**src/rtl/fft_pkg.sv**
```systemverilog
// Shared constants and helpers for the 16-point radix-4 FFT datapath.
package fft_pkg;

  localparam int SAMPLE_W = 17;            // sign, 8 integer bits, 8 fraction bits
  localparam int CPLX_W   = 2 * SAMPLE_W;  // {Re, Im}
  localparam int BUS_W    = 4 * CPLX_W;    // four complex samples per word
  localparam int RADIX    = 4;

  // Stage-2 rotation codes are {1'b1, k[1:0]}
  localparam logic [2:0] STAGE2_ROT_BASE = 3'b100;

  // Extract complex sample idx from a four-sample bus word (slice 0 in the LSBs)
  function automatic logic [CPLX_W-1:0] get_slice(input logic [BUS_W-1:0] word,
                                                  input logic [1:0]       idx);
    return word[idx*CPLX_W +: CPLX_W];
  endfunction

endpackage

```
**src/rtl/tbuf_bank.sv**
```systemverilog
// One corner-turn bank: four rows written whole, read back one column at a time.
// Column col returns slice col of every row, with row 0 in the LSBs.
module tbuf_bank
  import fft_pkg::*;
(
  input  logic             clk,
  input  logic             rst_n,
  input  logic             we,
  input  logic [1:0]       row,
  input  logic [BUS_W-1:0] wdata,
  input  logic [1:0]       col,
  output logic [BUS_W-1:0] col_data
);

  logic [BUS_W-1:0] rows [RADIX];

  genvar gi;
  generate
    for (gi = 0; gi < RADIX; gi++) begin : g_row
      // Capture a full stage-1 word into row gi when it is the addressed row
      always_ff @(posedge clk or negedge rst_n) begin
        if (!rst_n) begin
          rows[gi] <= '0;
        end else if (we && (row == 2'(gi))) begin
          rows[gi] <= wdata;
        end
      end

      // Transposed read: output slice gi comes from row gi, column col
      assign col_data[gi*CPLX_W +: CPLX_W] = get_slice(rows[gi], col);
    end
  endgenerate

endmodule

```
**src/rtl/fft_transpose_buffer.sv**
```systemverilog
// Ping-pong corner-turn buffer between the two radix-4 FFT passes.
// Four stage-1 words fill one bank while the other bank drains transposed.
// SAMPLE_W must match fft_pkg::SAMPLE_W; the banks are sized from the package.
module fft_transpose_buffer #(
  parameter int SAMPLE_W = 17
) (
  input  logic                  clk,
  input  logic                  rst_n,
  input  logic                  in_valid,
  output logic                  in_ready,
  input  logic [8*SAMPLE_W-1:0] in_data,
  output logic                  out_valid,
  input  logic                  out_ready,
  output logic [8*SAMPLE_W-1:0] out_data,
  output logic [2:0]            rot_out,
  output logic                  out_last
);

  import fft_pkg::*;

  logic [1:0] full;        // bank holds a complete frame (until its last word leaves)
  logic [1:0] full_next;
  logic       wb;          // bank being written
  logic       rb;          // bank being drained
  logic [1:0] wc;          // row to write next
  logic [1:0] rc;          // column to read next
  logic       accept;
  logic       xfer;
  logic [1:0] bank_we;
  logic [8*SAMPLE_W-1:0] col_data [2];

  // Handshakes depend only on registered state, so no input-to-output paths
  assign in_ready  = !full[wb];
  assign accept    = in_valid && in_ready;
  assign out_valid = full[rb];
  assign xfer      = out_valid && out_ready;

  genvar gi;
  generate
    for (gi = 0; gi < 2; gi++) begin : g_bank
      assign bank_we[gi] = accept && (wb == 1'(gi));

      tbuf_bank u_bank (
        .clk      (clk),
        .rst_n    (rst_n),
        .we       (bank_we[gi]),
        .row      (wc),
        .wdata    (in_data),
        .col      (rc),
        .col_data (col_data[gi])
      );
    end
  endgenerate

  // Output word is the current column of the draining bank; stable while stalled
  assign out_data = col_data[rb];
  assign rot_out  = STAGE2_ROT_BASE | {1'b0, rc};
  assign out_last = out_valid && (rc == 2'd3);

  // Flag update: the write side sets, the read side clears; they never hit the same bank
  always_comb begin
    full_next = full;
    if (accept && (wc == 2'd3)) full_next[wb] = 1'b1;
    if (xfer && (rc == 2'd3))   full_next[rb] = 1'b0;
  end

  // Full flags register
  always_ff @(posedge clk or negedge rst_n) begin
    if (!rst_n) begin
      full <= '0;
    end else begin
      full <= full_next;
    end
  end

  // Write pointer and row counter: a frame is committed on its fourth accepted word
  always_ff @(posedge clk or negedge rst_n) begin
    if (!rst_n) begin
      wb <= 1'b0;
      wc <= 2'd0;
    end else if (accept) begin
      wc <= wc + 2'd1;
      if (wc == 2'd3) wb <= ~wb;
    end
  end

  // Read pointer and column counter: a bank is released after its fourth transfer
  always_ff @(posedge clk or negedge rst_n) begin
    if (!rst_n) begin
      rb <= 1'b0;
      rc <= 2'd0;
    end else if (xfer) begin
      rc <= rc + 2'd1;
      if (rc == 2'd3) rb <= ~rb;
    end
  end

endmodule

```
**config.mk**
```make
export PLATFORM = sky130hd
export DESIGN_NAME = fft_transpose_buffer
export DESIGN_NICKNAME = d
export VERILOG_FILES = /design/src/rtl/fft_pkg.sv /design/src/rtl/tbuf_bank.sv /design/src/rtl/fft_transpose_buffer.sv
export SDC_FILE = /design/constraint.sdc
export NUM_CORES = 1
export LEC_CHECK = 0
export BUFFER_PORTS_ARGS = -buffer_cell sky130_fd_sc_hd__buf_2
export CORE_MARGIN = 8
export CORE_UTILIZATION = 25
export CTS_CLUSTER_SIZE = 28
export DETAILED_ROUTE_END_ITERATION = 10
export REMOVE_ABC_BUFFERS = 1
export SLEW_MARGIN = 20
export SYNTH_ARGS = -nofsm -noshare
export SYNTH_HDL_FRONTEND = slang
export SYNTH_SLANG_ARGS = --single-unit
```
**constraint.sdc**
```tcl
create_clock -name clk -period 5.45 [get_ports clk]
set_clock_uncertainty 0.15 [all_clocks]
set_input_delay 0.8175 -clock clk [delete_from_list [all_inputs] [get_ports clk]]
set_output_delay 0.8175 -clock clk [all_outputs]
set_load 0.005 [all_outputs]
```
==> reports/metrics.cfg <==
[yosys]
netlist_area_sq_mm=0.0488
synth_common_cells=mux2_2 (1174), dfrtp_1 (1096), mux4_2 (272), buf_2 (102), mux2_1 (53)
ys_async_sr_fraction_pct=100
netlist_instances=2831
synthDistinctLibCells=24
synth_warnings=0
yosysTopAreaCellShare_pct=56.2
synth-seq-cells=1096
synth_largest_area_cell=dfrtp_1
synth_edf_count=0
yosys-top-cells-area=dfrtp_1 (56%), mux2_2 (27%), mux4_2 (13%)
yosysSeqAreaShare_pct=56.2
synth_ff_type=dfrtp_1
synth.avg_cell_area_sq_um=17.3
synth.most_common_cell=mux2_2

[setup_path]
slowest_delay_ps=760
crit_chain=buf_12 > buf_12 > mux4_2 > mux2_2 > buf_2
crit_path_end_kind=primary output
cpMostUsedCell=buf_12
slowest_stage=dfrtp_4
worstPathRequired_ps=4480
worstPathMaxFanout=41
crit_type=reg2out
cp-start-kind=register
arrival_ps=3240

[clocking]
root_buffer=clkbuf_16
clock_sinks=1096
cts_tree=built
h-tree-depth=4
clk_path_buf_depth=3
path_clk_slew_ps=60
clk_latency_ps=760
cts_buffers=131

[global_routing]
grt_max_degree=131
antenna_found_initial=30
grt_overflow=0
grt_pass1_vias=29000
grt_pass1_wl_microns=188000
grt_usage_pct=11.5

[power]
ir_drop_mv=0.313
power_density_mw_per_mm2=654
leakage_uw=0.0243

[finish]
instances_no_fill=5759
syn_to_final_growth_pct=18.0
fin_nets=3248
drive_gt1_share_pct=62.4
post-route-util_pct=29.6

[run_status]
status=finished, final reports clean

[job]
drv_cap=0

[detailed_routing]
ant_nets=0
wire_per_inst_microns=21.0
via_count=26000
routed_wl_microns=121000
drc=0
detail_route.vias_per_cell=4.52
firstDrtPassIters=4
drt_iter0_markers=1127

[sta]
hold_viol=0
min_period_ps=4210
rsz0062_at_grt=no
relSlewSlack_pct=36.3
max_freq_mhz=238
timing.final.crit_share_pct=77.2
finalSetupViolCount=0
slew_viol_final=0
worst_pin_slew_ps=956

[hold_path]
hp-class=in2reg

[floorplanning]
die-area_sq_mm=0.210
die_w_microns=458
initial_utilization_pct=25.1
die-height_microns=458
rows=162
ios=282
core-area_sq_mm=0.195

[placed_design]
dp_cells=5511
dp_hpwl_microns=75100
portBuffers=280
gp_congestion=0.700

[what timing repair did]
item,CTS,global route
endpoints found under the hold margin,71,0
gates resized for setup,0,0
setup buffers,0,0
hold buffers,1,0
[layout make-up]
type,count,area (sq um)
Fill cell,19300,137000
Sequential cell,1096,27400
Multi-Input combinational cell,1533,20200
Clock buffer,185,3730
Tap cell,2542,3180
Timing Repair Buffer,339,2240
Clock inverter,53,786
Antenna cell,9,22.5
Inverter,2,7.51
[per-layer routing]
metal	track usage, %	wire length (microns)	vias up
met4	4.33	4290	10
met2	20.2	62000	373
li1	-	-	11200
met3	2.38	4040	233
met1	13.9	50500	14200
met5	0	61	-
[kinds of logic after synthesis]
| group | share of synthesized area [%] |
|---|---|
| mux | 40.9 |
| flops | 56.2 |
| buf+inv | 2.55 |
| simple gates | 0.202 |
| fa+ha+maj | 0.128 |
| compound gates | 0.0564 |
| xor+xnor | 0.0359 |
| other cells | 0.00768 |
[registers in the layout, indices dropped and copies added, names as in the netlist]
signal,count
rc,2
rb,1
wc,2
g_bank.u_bank.rows,1088
full,2
wb,1
[critical path: cells and delay by family, from the launching register on]
family / cells / cell delay, ps
DFF: 1 / 760
buffers and inverters: 3 / 790
muxes: 2 / 840
[cells in the final DEF, fill, tap and decap left out, drive strengths merged, types with 8 or more instances in the layout]
cell,synthesis,routed
dfrtp,1096,1096
diode,0,9
mux4,272,272
inv,2,8
clkbuf,31,185
mux2,1227,1227
buf,169,338
clkinv,0,31
nand2,9,9
bufinv,0,13
[path summary, 6_finish.rpt]
check                           slack (ps)  depth (start not counted)                          to                        from
worst max-delay path                  1240                          5                 out_data[2]                          rb
worst min-delay path                   220                          2  g_bank[1].u_bank.rows[385]                in_data[113]
worst max register to register        2360                          4  g_bank[1].u_bank.rows[393]                          wb
worst min register to register         330                          1  g_bank[1].u_bank.rows[532]  g_bank[1].u_bank.rows[532]
max in group asynchronous             3320                          3  g_bank[0].u_bank.rows[478]                       rst_n
min in group asynchronous              430                          2  g_bank[1].u_bank.rows[428]                       rst_n
[through the flow]
| stage | setup slack [ps] | total power (uW) | setup TNS [ps] | instance area (sq um) | hold slack [ps] |
|---|---|---|---|---|---|
| 5_1_grt | 960 | 40100 | 0 | 57600 | 173 |
| 3_5_place_dp | 1920 | 29200 | 0 | 53100 | 327 |
| 3_3_place_gp | 1920 | 28800 | 0 | 53100 | 319 |
| 6_report | 1240 | 37700 | 0 | 57600 | 224 |
| 4_1_cts | 1040 | 38500 | 0 | 57600 | 123 |
| 2_1_floorplan | -6900 | 24600 | -4220940 | 47600 | 309 |
[power by group]
group          leakage (uW)  total, uW  internal [uW]  switching [uW]
Clock               0.00221       9090           5460            3640
Combinational       0.00876      14400           8660            5710
Sequential           0.0133      14200          12200            2050
Total                0.0243      37700          26300           11400
Power figures use the tool's default switching activity.
